$ cat config.mk
export PLATFORM = sky130hd
export DESIGN_NAME = multicycle_control_unit
export DESIGN_NICKNAME = d
export VERILOG_FILES = /design/src/rtl/mcu_pkg.sv /design/src/rtl/multicycle_control_unit_alu_decoder.sv /design/src/rtl/multicycle_control_unit.sv
export SDC_FILE = /design/constraint.sdc
export NUM_CORES = 1
export LEC_CHECK = 0
export ABC_AREA = 1
export CORE_ASPECT_RATIO = 0.9
export CORE_MARGIN = 10
export CORE_UTILIZATION = 26
export CTS_CLUSTER_SIZE = 8
export DETAILED_ROUTE_END_ITERATION = 7
export HOLD_SLACK_MARGIN = 0.03
export SYNTH_ARGS = -nofsm -noshare
export SYNTH_HDL_FRONTEND = slang
export SYNTH_SLANG_ARGS = --single-unit
$ cat constraint.sdc
create_clock -name clk -period 2.3 [get_ports clk]
set_input_delay 0.23 -clock clk [delete_from_list [all_inputs] [get_ports clk]]
set_output_delay 0.23 -clock clk [all_outputs]
set_load 0.02 [all_outputs]
$ cat src/rtl/mcu_pkg.sv
// mcu_pkg: shared state, ALU, mux-select and opcode
// encodings for the multicycle control unit.
package mcu_pkg;

  typedef enum logic [3:0] {
    S_FETCH    = 4'd0,
    S_DECODE   = 4'd1,
    S_MEMADR   = 4'd2,
    S_MEMREAD  = 4'd3,
    S_MEMWB    = 4'd4,
    S_MEMWRITE = 4'd5,
    S_EXECR    = 4'd6,
    S_EXECI    = 4'd7,
    S_ALUWB    = 4'd8,
    S_BRANCH   = 4'd9,
    S_JAL      = 4'd10,
    S_LUI      = 4'd11,
    S_TRAP     = 4'd12
  } state_t;

  typedef enum logic [1:0] {
    CLS_ADD,
    CLS_SUB,
    CLS_R,
    CLS_I
  } alu_cls_t;

  localparam logic [3:0] ALU_ADD  = 4'd0;
  localparam logic [3:0] ALU_SUB  = 4'd1;
  localparam logic [3:0] ALU_AND  = 4'd2;
  localparam logic [3:0] ALU_OR   = 4'd3;
  localparam logic [3:0] ALU_XOR  = 4'd4;
  localparam logic [3:0] ALU_SLT  = 4'd5;
  localparam logic [3:0] ALU_SLTU = 4'd6;
  localparam logic [3:0] ALU_SLL  = 4'd7;
  localparam logic [3:0] ALU_SRL  = 4'd8;
  localparam logic [3:0] ALU_SRA  = 4'd9;

  localparam logic [1:0] SRCA_PC    = 2'b00;
  localparam logic [1:0] SRCA_OLDPC = 2'b01;
  localparam logic [1:0] SRCA_RS1   = 2'b10;
  localparam logic [1:0] SRCA_ZERO  = 2'b11;

  localparam logic [1:0] SRCB_RS2  = 2'b00;
  localparam logic [1:0] SRCB_IMM  = 2'b01;
  localparam logic [1:0] SRCB_FOUR = 2'b10;

  localparam logic [1:0] RES_ALUOUT = 2'b00;
  localparam logic [1:0] RES_RDATA  = 2'b01;
  localparam logic [1:0] RES_ALU    = 2'b10;

  localparam logic [2:0] IMM_I = 3'b000;
  localparam logic [2:0] IMM_S = 3'b001;
  localparam logic [2:0] IMM_B = 3'b010;
  localparam logic [2:0] IMM_J = 3'b011;
  localparam logic [2:0] IMM_U = 3'b100;

  localparam logic [6:0] OP_LOAD   = 7'b0000011;
  localparam logic [6:0] OP_STORE  = 7'b0100011;
  localparam logic [6:0] OP_R      = 7'b0110011;
  localparam logic [6:0] OP_I      = 7'b0010011;
  localparam logic [6:0] OP_BRANCH = 7'b1100011;
  localparam logic [6:0] OP_JAL    = 7'b1101111;
  localparam logic [6:0] OP_LUI    = 7'b0110111;

  localparam logic [1:0] CAUSE_NONE = 2'b00;
  localparam logic [1:0] CAUSE_ILL  = 2'b01;
  localparam logic [1:0] CAUSE_BUS  = 2'b10;

  function automatic logic [2:0] imm_src_of(
    input logic [6:0] op
  );
    logic [2:0] r;
    r = IMM_I;
    case (op)
      OP_STORE:  r = IMM_S;
      OP_BRANCH: r = IMM_B;
      OP_JAL:    r = IMM_J;
      OP_LUI:    r = IMM_U;
      default:   r = IMM_I;
    endcase
    return r;
  endfunction

endpackage

$ cat src/rtl/multicycle_control_unit_alu_decoder.sv
// mcu_alu_decoder: maps ALU operation class, funct3 and
// funct7[5] onto the alu_control code.
module mcu_alu_decoder
  import mcu_pkg::*;
#(
  parameter int W = 4
) (
  input  logic [1:0]   i_cls,
  input  logic [2:0]   i_funct3,
  input  logic         i_funct7b5,
  output logic [W-1:0] o_alu_control
);

  logic [3:0] w_op;
  logic       w_is_r;

  assign w_is_r = (i_cls == CLS_R);

  always_comb begin
    w_op = ALU_ADD;
    case (i_cls)
      CLS_SUB: w_op = ALU_SUB;
      CLS_R, CLS_I: begin
        case (i_funct3)
          3'b000: begin
            // immediates have no subtract form
            if (w_is_r && i_funct7b5) w_op = ALU_SUB;
            else                      w_op = ALU_ADD;
          end
          3'b001: w_op = ALU_SLL;
          3'b010: w_op = ALU_SLT;
          3'b011: w_op = ALU_SLTU;
          3'b100: w_op = ALU_XOR;
          3'b101: begin
            if (i_funct7b5) w_op = ALU_SRA;
            else            w_op = ALU_SRL;
          end
          3'b110: w_op = ALU_OR;
          default: w_op = ALU_AND;
        endcase
      end
      default: w_op = ALU_ADD;
    endcase
  end

  assign o_alu_control = W'(w_op);

endmodule

$ cat src/rtl/multicycle_control_unit.sv
// multicycle_control_unit: RV32I-subset sequencer with a
// memory handshake, bounded wait counter and sticky trap.
module multicycle_control_unit
  import mcu_pkg::*;
#(
  parameter int ALUCTRL_W  = 4,
  parameter int WAIT_LIMIT = 15
) (
  input  logic                 clk,
  input  logic                 rst,
  input  logic [6:0]           opcode,
  input  logic [2:0]           funct3,
  input  logic [6:0]           funct7,
  input  logic                 zero,
  input  logic                 lt,
  input  logic                 ltu,
  input  logic                 mem_ready,
  output logic                 mem_req,
  output logic                 mem_write,
  output logic                 adr_src,
  output logic                 ir_write,
  output logic                 pc_write,
  output logic                 reg_write,
  output logic [1:0]           result_src,
  output logic [1:0]           alu_src_a,
  output logic [1:0]           alu_src_b,
  output logic [2:0]           imm_src,
  output logic [ALUCTRL_W-1:0] alu_control,
  output logic                 trap,
  output logic [1:0]           trap_cause,
  output logic [3:0]           state_o
);

  localparam int CW =
    (WAIT_LIMIT < 2) ? 1 : $clog2(WAIT_LIMIT + 1);

  state_t      r_state;
  logic [1:0]  r_cause;
  logic [CW-1:0] r_wait;

  logic        w_mem_req, w_mem_write, w_adr_src;
  logic        w_ir_write, w_pc_write, w_reg_write;
  logic [1:0]  w_result_src, w_src_a, w_src_b;
  logic [2:0]  w_imm_src;
  logic [1:0]  w_cls;
  logic        w_taken, w_bad_br;
  logic [CW-1:0] w_wait_inc;
  logic        w_stall, w_timeout;
  logic        w_unused;

  assign w_unused = ^{funct7[6], funct7[4:0]};

  always_comb begin
    case (funct3)
      3'b000:  w_taken = zero;
      3'b001:  w_taken = !zero;
      3'b100:  w_taken = lt;
      3'b101:  w_taken = !lt;
      3'b110:  w_taken = ltu;
      3'b111:  w_taken = !ltu;
      default: w_taken = 1'b0;
    endcase
  end

  assign w_bad_br = (funct3[2:1] == 2'b01);

  assign w_wait_inc = r_wait + 1'b1;
  assign w_stall    = w_mem_req && !mem_ready;
  // a completing access never times out
  assign w_timeout  = (WAIT_LIMIT != 0) && w_stall &&
                      (w_wait_inc == CW'(WAIT_LIMIT));

  always_comb begin
    w_mem_req    = 1'b0;
    w_mem_write  = 1'b0;
    w_adr_src    = 1'b0;
    w_ir_write   = 1'b0;
    w_pc_write   = 1'b0;
    w_reg_write  = 1'b0;
    w_result_src = RES_ALUOUT;
    w_src_a      = SRCA_PC;
    w_src_b      = SRCB_RS2;
    w_imm_src    = imm_src_of(opcode);
    w_cls        = CLS_ADD;
    unique case (r_state)
      S_FETCH: begin
        w_mem_req    = 1'b1;
        w_ir_write   = mem_ready;
        w_pc_write   = mem_ready;
        w_src_b      = SRCB_FOUR;
        w_result_src = RES_ALU;
      end
      S_DECODE: begin
        w_src_a = SRCA_OLDPC;
        w_src_b = SRCB_IMM;
      end
      S_MEMADR: begin
        w_src_a = SRCA_RS1;
        w_src_b = SRCB_IMM;
      end
      S_MEMREAD: begin
        w_mem_req = 1'b1;
        w_adr_src = 1'b1;
      end
      S_MEMWB: begin
        w_result_src = RES_RDATA;
        w_reg_write  = 1'b1;
      end
      S_MEMWRITE: begin
        w_mem_req   = 1'b1;
        w_mem_write = 1'b1;
        w_adr_src   = 1'b1;
      end
      S_EXECR: begin
        w_src_a = SRCA_RS1;
        w_cls   = CLS_R;
      end
      S_EXECI: begin
        w_src_a = SRCA_RS1;
        w_src_b = SRCB_IMM;
        w_cls   = CLS_I;
      end
      S_ALUWB: w_reg_write = 1'b1;
      S_BRANCH: begin
        w_src_a    = SRCA_RS1;
        w_cls      = CLS_SUB;
        w_pc_write = w_taken;
      end
      S_JAL: begin
        w_src_a    = SRCA_OLDPC;
        w_src_b    = SRCB_FOUR;
        w_pc_write = 1'b1;
      end
      S_LUI: begin
        w_src_a   = SRCA_ZERO;
        w_src_b   = SRCB_IMM;
        w_imm_src = IMM_U;
      end
      default: ;
    endcase
  end

  always_ff @(posedge clk) begin
    if (rst) begin
      r_state <= S_FETCH;
      r_wait  <= '0;
      r_cause <= CAUSE_NONE;
    end else begin
      r_wait <= '0;
      if (w_stall) begin
        if (w_timeout) begin
          r_state <= S_TRAP;
          r_cause <= CAUSE_BUS;
        end else if (WAIT_LIMIT != 0) begin
          r_wait <= w_wait_inc;
        end
      end else begin
        unique case (r_state)
          S_FETCH:  r_state <= S_DECODE;
          S_DECODE: begin
            case (opcode)
              OP_LOAD, OP_STORE: r_state <= S_MEMADR;
              OP_R:      r_state <= S_EXECR;
              OP_I:      r_state <= S_EXECI;
              OP_BRANCH: r_state <= S_BRANCH;
              OP_JAL:    r_state <= S_JAL;
              OP_LUI:    r_state <= S_LUI;
              default: begin
                r_state <= S_TRAP;
                r_cause <= CAUSE_ILL;
              end
            endcase
          end
          S_MEMADR: begin
            if (opcode == OP_STORE) r_state <= S_MEMWRITE;
            else                    r_state <= S_MEMREAD;
          end
          S_MEMREAD:  r_state <= S_MEMWB;
          S_MEMWB:    r_state <= S_FETCH;
          S_MEMWRITE: r_state <= S_FETCH;
          S_EXECR, S_EXECI, S_JAL, S_LUI:
            r_state <= S_ALUWB;
          S_ALUWB:    r_state <= S_FETCH;
          S_BRANCH: begin
            if (w_bad_br) begin
              r_state <= S_TRAP;
              r_cause <= CAUSE_ILL;
            end else begin
              r_state <= S_FETCH;
            end
          end
          S_TRAP:  r_state <= S_TRAP;
          default: begin
            r_state <= S_TRAP;
            r_cause <= CAUSE_ILL;
          end
        endcase
      end
    end
  end

  mcu_alu_decoder #(
    .W (ALUCTRL_W)
  ) u_alu_dec (
    .i_cls         (w_cls),
    .i_funct3      (funct3),
    .i_funct7b5    (funct7[5]),
    .o_alu_control (alu_control)
  );

  assign mem_req    = w_mem_req   && !rst;
  assign mem_write  = w_mem_write && !rst;
  assign ir_write   = w_ir_write  && !rst;
  assign pc_write   = w_pc_write  && !rst;
  assign reg_write  = w_reg_write && !rst;
  assign adr_src    = w_adr_src;
  assign result_src = w_result_src;
  assign alu_src_a  = w_src_a;
  assign alu_src_b  = w_src_b;
  assign imm_src    = w_imm_src;
  assign trap       = (r_state == S_TRAP);
  assign trap_cause = r_cause;
  assign state_o    = r_state;

endmodule

==> summary.md, run 1 <==
| Metric | Value |
|---|---|
| Status | `finished clean` |
| Leakage | `around 0.87 nW` |
| Initial DRC count | `43` |
| Root buffer cell | `clkbuf_8` |
| Ports | `49` |
| Via density per instance | `4.54` |
| Crit path required time | `2.07 ns` |
| Antenna violations before repair | `0` |
| Total length of routed wires | `3260 um` |
| Die Ht | `78.6 um` |
| Endpoint type of the worst setup path | `primary output` |
| Vias in the first global route | `1266` |
| Hpwl dp | `2710 um` |
| Largest net degree at the start of global routing | `10` |
| Layout Nets | `252` |
| Final Hold Viols | `0` |
| Syn Area/Cell | `5.63 sq um` |
| Register area share after synthesis | `0.202` |
| Clk sinks | `10` |
| R2R cell count | `8` |
| Post-synthesis register bit count | `10` |
| Syn_nets | `201` |
| Cts bufs inserted | `3` |
| Crit path DAT | `between 1.5 and 2 ns` |
| Diodes inserted | `0` |
| Final setup TNS | `0 ns` |
| Syn Std Cell Area | `991 sq um` |
| Yosys Warn Count | `0` |
| Core Box Area | `3700 sq um` |
| TritonCTS clock tree | `yes` |
| Die X-Extent | `85.1 um` |
| Clk slew on worst S/H paths | `approximately 0.050 ns` |
| First-pass GRT wire length | `5510 um` |
| Gr usage total | `0.0969` |
| Max Clock Skew | `around 0.0018 ns` |
| FP Rows | `21` |
| Drc violations | `0` |
| Top_reg_cell synth | `dfxtp_1` |
| Routed WL per cell | `between 10 and 15 um` |
| Dpl cell area | `1500 sq um` |
| Initial core utilization | `0.267` |
| Fin area | `~1600 sq um` |
| Critical path's largest stage delay | `0.67 ns` |
| RSZ-0062 raised after global routing | `no` |
| CTS H-tree lvls | `1` |
| Worst Hold Depth | `2` |
| Hold_buf cts | `0` |
| Tightest Pin Transition | `~0.27 ns` |
| Skew-Pair Late Insertion Delay | `roughly 0.23 ns` |
| Pwr Density | `889 nW/um^2` |
| Setup CP Type | `reg -> out` |
| Vias | `1231` |
| RePlAce Congestion | `0.860` |
| Cell Chain, Critical Path | `buf_4 -> nor2_1 -> nand2_2 -> nor3_1 -> clkdlybuf4s50_1` |
| DIE AREA | `6680 sq um` |
| Unique masters post-synth | `26` |
| Most common cell after layout, fill and taps aside | `nand2_1` |
| Setup violators final | `0` |
| Worst-path fanout max | `4` |
| Final ANT Viol Nets | `0` |
| Cells after synthesis | `between 150 and 200` |
| Worst Hold Class | `reg -> reg` |
| GRT overflow | `0` |
| Pins over their slew limit | `0` |
| Layout cells sized above 1 | `0.116` |
| Crit path time final | `2.15 ns` |
| Slew HR | `0.820` |
| Ys async rst share | `0` |
| DR pass1 iterations | `4` |
| Filler cells | `between 400 and 500` |
| Peak supply drop | `a little over 0.0006 V` |
| Max stage delay cell, worst path | `clkdlybuf4s50_1` |
| CTS max path bufs | `2` |
| Final Total Pwr | `0.00139 W` |
| Most frequent cells in the layout | `46 x nand2_1, 34 x clkdlybuf4s50_1, 30 x nor2_1` |
| Max-cap violations | `0` |
| Final period util | `0.933` |
| Fmax | `466 MHz` |
| Final core occ | `0.423` |
| Area grow syn2layout | `58.1%` |
| Number of synthesized flops with an enable pin | `0` |
| Count of input and output buffers | `42` |
| Critical Path Source Type | `register` |
-- synthesized netlist by cell type (3+ instances only) --
| master | instances | area (sq um) |
|---|---|---|
| inv_1 | 23 | 86.3 |
| nand2_1 | 46 | 173 |
| a21oi_1 | 9 | 45.0 |
| nand4_1 | 4 | 25.0 |
| nand3_1 | 12 | 60.1 |
| inv_2 | 3 | 11.3 |
| nor2_1 | 30 | 113 |
| nand2_4 | 3 | 33.8 |
| o21ai_0 | 10 | 50.1 |
| dfxtp_1 | 10 | 200 |
| nor3_1 | 7 | 35.0 |
-- worst paths after layout --
path                   endpoint  slack [ns]           from
setup / recovery       ir_write        0.15     state_o[2]
hold / removal    trap_cause[0]        0.46  trap_cause[0]
setup reg to reg     state_o[1]        0.87     state_o[0]
hold reg to reg   trap_cause[0]        0.46  trap_cause[0]
-- where the power goes --
group	internal [W]	leakage (nW)	switching, W
Clock	0.000114	0.0216	0.0000625
Sequential	0.000214	0.0818	0.0000601
Combinational	0.000386	0.769	0.000557
Total	0.000714	0.873	0.000679
-- timing repair --
item | in CTS | in global routing
buffers inserted | 0 | 0
gates resized for setup | 0 | 10
endpoints found under the setup margin | 0 | 9
-- per-layer routing --
layer / wire (um) / part of all wire / track usage / vias up
met4: 53 / 0.016 / 0.0345 / 0
met1: 1510 / 0.46 / 0.110 / 522
met2: 1400 / 0.43 / 0.158 / 39
li1: - / - / - / 664
met5: 0 / 0 / 0 / -
met3: 299 / 0.092 / 0.0413 / 6
-- critical path: cells and delay by family, from the launching register on --
family                 cells  cell delay [ns]
and+or+nand+nor            3             0.56
buffers and inverters      2             0.82
DFF                        1             0.30
-- sequential cells by signal, summed over array words and instances (netlist names) --
signal and cells:
r_wait 4, state_o 4, trap_cause 2
-- cell type report --
type / count / area (sq um) / share of cell area
Multi-Input combinational cell: 137 / 678 / 0.433
Timing Repair Buffer: 48 / 485 / 0.310
Sequential cell: 10 / 201 / 0.129
Inverter: 27 / 103 / 0.0655
Tap cell: 46 / 57.6 / 0.0367
Clock buffer: 3 / 41.3 / 0.0264
-- per-stage QoR --
step	worst slack (ns)	hold slack, ns	cells
finish	0.154	0.458	271
global route	0.00589	0.497	271
CTS	0.000292	0.467	271
detailed placement	0.0557	0.460	268
global placement	0.0316	0.437	268
floorplan	0.532	0.309	176
-- cells by family after synthesis --
logic type	synth area share
AND/OR/NAND/NOR	0.503
flip-flops	0.202
adder cells (fa/ha/maj)	0.0252
buffers and inverters	0.120
AO/OA/AOI/OAI	0.141
XOR/XNOR	0.00884
(Power assumes the default switching activity.)
==> inputs of run 2 (changes only) <==
--- a/config.mk
+++ b/config.mk
@@ -12,6 +12,7 @@
 export CTS_CLUSTER_SIZE = 8
 export DETAILED_ROUTE_END_ITERATION = 7
 export HOLD_SLACK_MARGIN = 0.03
+export REMOVE_ABC_BUFFERS = 1
 export SYNTH_ARGS = -nofsm -noshare
 export SYNTH_HDL_FRONTEND = slang
 export SYNTH_SLANG_ARGS = --single-unit
==> summary.md, run 2 (same netlist as run 1, synthesis figures left out) <==
| Metric | Value |
|---|---|
| Status | `finished clean` |
| DIE AREA | `6680 sq um (unchanged)` |
| Setup CP Type | `reg -> out` |
| Final Hold Viols | `0 (unchanged)` |
| Crit path time final | `2.11 ns (-0.0360 ns)` |
| Final setup margin | `0.190 ns (+0.0360 ns)` |
| Worst R2R End | `state_o[1]` |
| Worst Hold Depth | `2 (unchanged)` |
| Tightest Pin Transition | `0.277 ns (+0.00749 ns)` |
| Leakage | `0.874 nW (+0.14%)` |
| Routed WL per cell | `11.6 um (-3.5%)` |
| First-pass GRT wire length | `5510 um (unchanged)` |
| Die X-Extent | `85.1 um (unchanged)` |
| Count of input and output buffers | `42 (unchanged)` |
| Crit path to | `ir_write` |
| Antenna violations before repair | `0 (unchanged)` |
| Filler cells | `407 (unchanged)` |
| Largest net degree at the start of global routing | `10 (unchanged)` |
| Multi-input logic area | `672 sq um (-0.92%)` |
| Peak supply drop | `0.000672 V (+8.4%)` |
| GRT overflow | `0 (unchanged)` |
| Pins over their slew limit | `0 (unchanged)` |
| Crit. Startpoint | `state_o[2]` |
| Final setup TNS | `0 ns (unchanged)` |
| Post-placement cell count | `269 (+0.37%)` |
| CTS H-tree lvls | `1 (unchanged)` |
| HP Start | `trap_cause[0]` |
| Via density per instance | `4.54 (about the same)` |
| R2R cell count | `9 (+1)` |
| Endpoint type of the worst setup path | `primary output` |
| Initial DRC count | `51 (+19%)` |
| Crit path DAT | `1.88 ns (-0.04 ns)` |
| Hold_buf cts | `0 (unchanged)` |
| Setup violators final | `0 (unchanged)` |
| Initial core utilization | `0.267 (unchanged)` |
| FF-to-FF Start | `state_o[2]` |
| CTS max path bufs | `2 (unchanged)` |
| Total length of routed wires | `3160 um (-3.2%)` |
| TritonCTS clock tree | `yes` |
| Most frequent cells in the layout | `46 x nand2_1, 34 x clkdlybuf4s50_1, 30 x nor2_1` |
| Fmax | `474 MHz (+1.7%)` |
| Diodes inserted | `0 (unchanged)` |
| Max Clock Skew | `0.00140 ns (-0.000434 ns)` |
| Sequential standard cell area | `203 sq um (+0.62%)` |
| Core Box Area | `3700 sq um (unchanged)` |
| Most common cell after layout, fill and taps aside | `nand2_1` |
| Crit path required time | `2.07 ns (about the same)` |
| Clk sinks | `10 (unchanged)` |
| Worst Hold Class | `reg -> reg` |
| FP Rows | `21 (unchanged)` |
| Drc violations | `0 (unchanged)` |
| Final core occ | `0.424 (+0.000676)` |
| Final ANT Viol Nets | `0 (unchanged)` |
| Skew-Pair Late Insertion Delay | `0.23 ns (about the same)` |
| Cell Count, Final, Fillers Out | `272 (+0.37%)` |
| Slew HR | `0.814 (-0.00600)` |
| Vias in the first global route | `1242 (-1.9%)` |
| RePlAce Congestion | `0.895 (+4.0%)` |
| Critical Path Source Type | `register` |
| Die Ht | `78.6 um (unchanged)` |
| Place WS | `0.0507 ns (-0.00499 ns)` |
| Clk slew on worst S/H paths | `0.04 ns (about the same)` |
| Gr usage total | `0.0961 (-0.000813)` |
| Layout cells sized above 1 | `0.124 (+0.00834)` |
| Layout Nets | `253 (+0.40%)` |
| Final period util | `0.917 (-0.0157)` |
| Cts bufs inserted | `3 (unchanged)` |
| Worst Hold Slack | `0.449 ns (-0.00850 ns)` |
| Vias | `1236 (+0.41%)` |
| Worst-path fanout max | `4 (unchanged)` |
| Hpwl dp | `2730 um (+0.40%)` |
| Root buffer cell | `clkbuf_8` |
| Area grow syn2layout | `58.3%` |
| R2r setup slk | `0.88 ns (about the same)` |
| DR pass1 iterations | `4 (unchanged)` |
| Pwr Density | `893 nW/um^2 (+0.44%)` |
| Max-cap violations | `0 (unchanged)` |
| RSZ-0062 raised after global routing | `no` |
| Ports | `49 (unchanged)` |
[run 2: how the worst min path moves through the flow]
stage | endpoint | slack [ns]
3_5_place_dp | trap_cause[0] | 0.45
4_1_cts | trap_cause[0] | 0.45
2_1_floorplan | state_o[3] | 0.31
6_report | trap_cause[0] | 0.45
5_1_grt | trap_cause[0] | 0.48
3_3_place_gp | trap_cause[0] | 0.44
[run 2: critical path, cell delays in order (launching register included)]
cell and delay, ns:
dfxtp_1 0.30, buf_4 0.14, nor2_1 0.12, buf_4 0.14, nand2_2 0.08, nor3_1 0.20
clkdlybuf4s50_1 0.65
[run 2: what timing repair did]
action | CTS | global route
endpoints found under the hold margin | 0 | 0
gates resized for setup | 0 | 10
setup endpoints to repair | 0 | 10
setup buffers | 0 | 0
[run 2: power by group]
part           internal (W)  switching (W)  leakage, nW  total (W)
combinational      0.000399       0.000557        0.770   0.000956
clock              0.000114      0.0000592       0.0216   0.000173
sequential         0.000214      0.0000584       0.0824   0.000272
[run 2: cell type report]
| cell class | instances | share of cell area |
|---|---|---|
| clock buffer | 3 | 0.0263 |
| inverter | 27 | 0.0654 |
| multi-input combinational | 137 | 0.428 |
| sequential | 10 | 0.129 |
| tap | 46 | 0.0367 |
| timing repair buffer | 49 | 0.314 |
[run 2: stage by stage]
step	power [W]	cell area, sq um
6_report	0.00140	1570
5_1_grt	0.00154	1570
4_1_cts	0.00142	1550
3_5_place_dp	0.00124	1510
3_3_place_gp	0.00124	1510
2_1_floorplan	0.000818	975
[run 2: metal layers]
layer  vias up  wire (um)  global-route usage  part of all wire
met5         -          0                   0                 0
met4         0         19              0.0148            0.0060
met3         2        340              0.0547              0.11
met2        34       1280               0.149              0.41
met1       530       1510               0.115              0.48
li1        670          -                   -                 -
